==> src/rtl/ext_mem_reader.sv <==
// Memory readback engine: holds the CPU in reset and streams a word-aligned window of data memory out over valid/ready.
// Optional feature: define EXT_RD_CHECKSUM_EN to build the running 32-bit checksum of dumped words.
module ext_mem_reader #(
    parameter int CNT_W = 16
) (
    input  logic             clk,
    input  logic             reset,
    input  logic             start,
    input  logic [31:0]      base_addr,
    input  logic [CNT_W-1:0] word_count,
    output logic             hold_cpu,
    output logic [31:0]      Ext_DataAdr,
    input  logic [31:0]      ReadData,
    output logic [31:0]      out_data,
    output logic             out_valid,
    input  logic             out_ready,
    output logic             out_last,
    output logic             busy,
    output logic             done,
    output logic [31:0]      checksum
);

    typedef enum logic [1:0] {
        IDLE = 2'd0,
        RD   = 2'd1,
        SEND = 2'd2,
        FIN  = 2'd3
    } state_t;

    state_t state;
    state_t state_nxt;

    logic [31:0]      addr;
    logic [CNT_W-1:0] remaining;
    logic             busy_q;

    logic accept;
    logic capture;
    logic handshake;
    logic advance;
    logic last_word;

    // Byte address arithmetic wraps modulo 2^32.
    function automatic logic [31:0] next_word_addr(input logic [31:0] a);
        return a + 32'd4;
    endfunction

    function automatic logic [31:0] align_word(input logic [31:0] a);
        return {a[31:2], 2'b00};
    endfunction

    logic unused_low_bits;
    assign unused_low_bits = ^base_addr[1:0];

    assign last_word = (remaining == CNT_W'(1));

    always_ff @(posedge clk) begin
        if (reset) begin
            state <= IDLE;
        end else begin
            state <= state_nxt;
        end
    end

    always_comb begin
        state_nxt = state;
        accept    = 1'b0;
        capture   = 1'b0;
        handshake = 1'b0;
        advance   = 1'b0;
        case (state)
            IDLE: begin
                if (start) begin
                    accept    = 1'b1;
                    state_nxt = (word_count == '0) ? FIN : RD;
                end
            end
            RD: begin
                capture   = 1'b1;
                state_nxt = SEND;
            end
            SEND: begin
                if (out_valid && out_ready) begin
                    handshake = 1'b1;
                    if (last_word) begin
                        state_nxt = FIN;
                    end else begin
                        advance   = 1'b1;
                        state_nxt = RD;
                    end
                end
            end
            FIN: begin
                state_nxt = IDLE;
            end
            default: begin
                state_nxt = IDLE;
            end
        endcase
    end

    // Address walk, capture register and busy flag.
    always_ff @(posedge clk) begin
        if (reset) begin
            addr      <= 32'h0;
            remaining <= '0;
            out_data  <= 32'h0;
            out_valid <= 1'b0;
            out_last  <= 1'b0;
            busy_q    <= 1'b0;
        end else begin
            if (accept) begin
                addr      <= align_word(base_addr);
                remaining <= word_count;
                busy_q    <= 1'b1;
            end
            if (capture) begin
                out_data  <= ReadData;
                out_valid <= 1'b1;
                out_last  <= last_word;
            end
            if (handshake) begin
                out_valid <= 1'b0;
                out_last  <= 1'b0;
                if (last_word) begin
                    busy_q <= 1'b0;
                end
            end
            if (advance) begin
                addr      <= next_word_addr(addr);
                remaining <= remaining - CNT_W'(1);
            end
            // An empty dump keeps busy through its single FIN cycle.
            if (state == FIN) begin
                busy_q <= 1'b0;
            end
        end
    end

`ifdef EXT_RD_CHECKSUM_EN
    logic [31:0] csum;

    always_ff @(posedge clk) begin
        if (reset) begin
            csum <= 32'h0;
        end else if (accept) begin
            csum <= 32'h0;
        end else if (capture) begin
            csum <= csum + ReadData;
        end
    end

    assign checksum = csum;
`else
    assign checksum = 32'h0;
`endif

    assign hold_cpu    = (state == RD) || (state == SEND);
    assign done        = (state == FIN);
    assign busy        = busy_q;
    assign Ext_DataAdr = addr;

endmodule

==> config.mk <==
export PLATFORM = sky130hd
export DESIGN_NAME = ext_mem_reader
export DESIGN_NICKNAME = d
export VERILOG_FILES = /design/src/rtl/ext_mem_reader.sv
export SDC_FILE = /design/constraint.sdc
export NUM_CORES = 1
export LEC_CHECK = 0
export ABC_AREA = 1
export BUFFER_PORTS_ARGS = -buffer_cell sky130_fd_sc_hd__buf_2
export CAP_MARGIN = 15
export CELL_PAD_IN_SITES_DETAIL_PLACEMENT = 0
export CELL_PAD_IN_SITES_GLOBAL_PLACEMENT = 1
export CORE_ASPECT_RATIO = 1.2
export CORE_MARGIN = 8
export CORE_UTILIZATION = 36
export CTS_BUF_LIST = sky130_fd_sc_hd__clkbuf_16
export DETAILED_ROUTE_END_ITERATION = 12
export PLACE_DENSITY = 0.91
export SLEW_MARGIN = 0
export SYNTH_ARGS = -nofsm -noshare
export SYNTH_HDL_FRONTEND = slang
export SYNTH_SLANG_ARGS = --single-unit
==> constraint.sdc <==
create_clock -name clk -period 2.5 [get_ports clk]
set_input_delay 0.375 -clock clk [delete_from_list [all_inputs] [get_ports clk]]
set_output_delay 0.375 -clock clk [all_outputs]
set_load 0.005 [all_outputs]
==> flow_metrics.env <==
export IMPL_hold_buffers=0
export IMPL_die_h_um=147
export IMPL_hold_viol=0
export IMPL_post_dp_cell_area_mm2=0.00587
export IMPL_ys_seq_area_share_pct=32.5
export IMPL_synthCells=836
export IMPL_final_cell_mix="247 x nand2_1, 151 x nor2_1, 148 x buf_2"
export IMPL_dp_hpwl_um=12200
export IMPL_totalWireLength_um=16100
export IMPL_slew_violations=0
export IMPL_cp_data_arrival_time_ns=2.21
export IMPL_die_area_mm2=0.0183
export IMPL_drtIter0Drc=307
export IMPL_crit_chain="ha_1 > inv_1 > nor2_1 > nand2_1 > nor2_1 > nand2_1 > nand2_1 > nand2_1 > nand2_1 > a21oi_1"
export IMPL_yosys_warnings=0
export IMPL_grt_pass1_wl_um=26300
export IMPL_htreeDepth=3
export IMPL_grt_pass1_vias=5375
export IMPL_grt_use_total_pct=17.3
export IMPL_worstHoldPathType="in2reg"
export IMPL_nFillCells=1484
export IMPL_cp_max_fo=5
export IMPL_clockBufferDepth=2
export IMPL_areaGrowthSynthToFinish_pct=20.4
export IMPL_layout_commonest_cell="nand2_1"
export IMPL_num_io_pins=185
export IMPL_period_minus_slack_ns=2.00
export IMPL_drive_gt1_share_pct=19.5
export IMPL_min_path_cells=3
export IMPL_post_cts_resized=0
export IMPL_worstSetupEndpointType="register"
export IMPL_ys_ff_latch=83
export IMPL_final_antenna_net_count=0
export IMPL_cts_setup_buffers=0
export IMPL_insertion_delay_ns=0.35
export IMPL_fin_skew_ns=0.00276
export IMPL_drv_cap=0
export IMPL_fp_dieW_um=125
export IMPL_syn_area_mm2=0.00511
export IMPL_first_pass_iters=4
export IMPL_rsz0062_at_grt="no"
export IMPL_grt_max_degree=42
export IMPL_clock_root_buffer="clkbuf_16"
export IMPL_slowest_stage="dfxtp_1"
export IMPL_power_per_cell_area_mw_per_mm2=946
export IMPL_antenna_found_initial=1
export IMPL_max_slew_margin_pct=65.2
export IMPL_nets=1063
export IMPL_grt_overflow_total=0
export IMPL_preCtsSetupSlack_ns=0.518
export IMPL_cpMostUsedCell="nand2_1"
export IMPL_drc=0
export IMPL_rows=47
export IMPL_avgSynthCellArea_um2=6.12
export IMPL_r2r_setup_slack_ns=0.50
export IMPL_fin_ws_ns=0.499
export IMPL_outcome="finished, final reports clean"
export IMPL_cts_buffers_inserted=9
export IMPL_crit_type="reg2reg"
export IMPL_cp_start_kind="register"
export IMPL_antenna_cells=0
export IMPL_place_gp_congestion=0.879
export IMPL_initial_utilization_pct=37.0
export IMPL_viasPerCell=4.70
export IMPL_tns_ns=0
export IMPL_io_buffers=148
export IMPL_post_drt_wl_per_cell_um=14.0
export IMPL_cts_sinks=83
export IMPL_required_ns=2.71
export IMPL_ir_drop_v=0.000553
export IMPL_final_cell_area_mm2=0.00616
export IMPL_cpPeakStageDelay_ns=0.42
export IMPL_period_share_pct=80.0
export IMPL_r2r_cells=10
export IMPL_path_clk_slew_ns=0.06
export IMPL_ys_types=31
export IMPL_setup_viol=0
export IMPL_cts_tree="built"
export IMPL_p_leak_nw=3.01
export IMPL_vias=5393
export IMPL_fp_coreArea_mm2=0.0138
export IMPL_max_freq_ghz=0.500
export IMPL_worst_pin_slew_ns=0.521
-- power by group --
| part | switching, mW | internal, mW |
|---|---|---|
| combinational | 1.43 | 0.947 |
| clock | 0.576 | 0.764 |
| sequential | 0.362 | 1.74 |
| total | 2.37 | 3.45 |
-- cells in the mapped netlist --
cell type  instances  area [um^2]
o21ai_0           76          380
nor2_2             4         25.0
xnor2_1            7         61.3
inv_1             66          248
or2_2              2         12.5
dfxtp_1           83         1660
nand3b_1           4         30.0
nor3_1             5         25.0
buf_1              4         15.0
nand3_1           50          250
nand2_1          247          927
nand2_2            2         12.5
conb_1             1         3.75
a21oi_1           41          205
nor2_1           151          567
o221ai_1           1         8.76
nor4_1             1         6.26
a211oi_1           1         7.51
nand4_1            2         12.5
buf_4             37          278
nand3b_2           1         11.3
nand2_4            1         11.3
buf_2              4         20.0
buf_6              3         33.8
inv_2              1         3.75
clkinv_2           1         5.00
ha_1               8          100
a21oi_2            4         35.0
clkbuf_1          19         71.3
buf_8              1         15.0
xor2_1             8         70.1
-- worst paths after layout --
path                          end           start
setup / recovery  Ext_DataAdr[28]  Ext_DataAdr[3]
hold / removal        out_data[1]     ReadData[1]
setup reg to reg  Ext_DataAdr[28]  Ext_DataAdr[3]
hold reg to reg          out_last        out_last
-- cells by family after synthesis --
kind of cell,share of synthesized area (%)
AND/OR/NAND/NOR,37.0
buffers and inverters,13.5
AO/OA/AOI/OAI,12.5
flip-flops,32.5
XOR/XNOR,2.57
adder cells (fa/ha/maj),1.96
other,0.0733
-- worst max-delay path: cells and delay by family (launching register included) --
family                   cells  cell delay, ns
AO/OA/AOI/OAI                1            0.06
adder cells (fa/ha/maj)      1            0.30
buffers and inverters        1            0.06
flip-flops                   1            0.42
AND/OR/NAND/NOR              7            1.02
-- state kept, by name (all words and copies together) (netlist names) --
signal,count
Ext_DataAdr,30
busy,1
out_data,32
out_last,1
out_valid,1
remaining,16
state,2
-- layer usage --
metal | up-vias | global-route usage (%) | routed length, um
li1 | 2826 | - | -
met1 | 2371 | 18.7 | 6710
met2 | 168 | 30.2 | 7730
met3 | 26 | 5.87 | 1230
met4 | 2 | 7.54 | 413
met5 | - | 0 | 8
-- final cells by class --
cell class / instances / area (um^2) / share of cell area [%]
Multi-Input combinational cell: 650 / 2890 / 46.9
Timing Repair Buffer: 159 / 848 / 13.8
Inverter: 68 / 256 / 4.17
Clock inverter: 7 / 61.3 / 0.996
Sequential cell: 83 / 1660 / 27.0
Tap cell: 171 / 214 / 3.47
Clock buffer: 9 / 225 / 3.66
-- through the flow --
stage | cells | util, % | hold WS (ns) | power (mW)
floorplan | 869 | - | 0.462 | 3.67
global placement | 1131 | 42.5 | 0.470 | 4.51
detailed placement | 1131 | 42.5 | 0.478 | 4.54
CTS | 1147 | 44.6 | 0.237 | 5.89
global route | 1147 | 44.6 | 0.254 | 6.33
finish | 1147 | 44.6 | 0.247 | 5.82
Note: power is estimated with default switching activity, not from simulation.
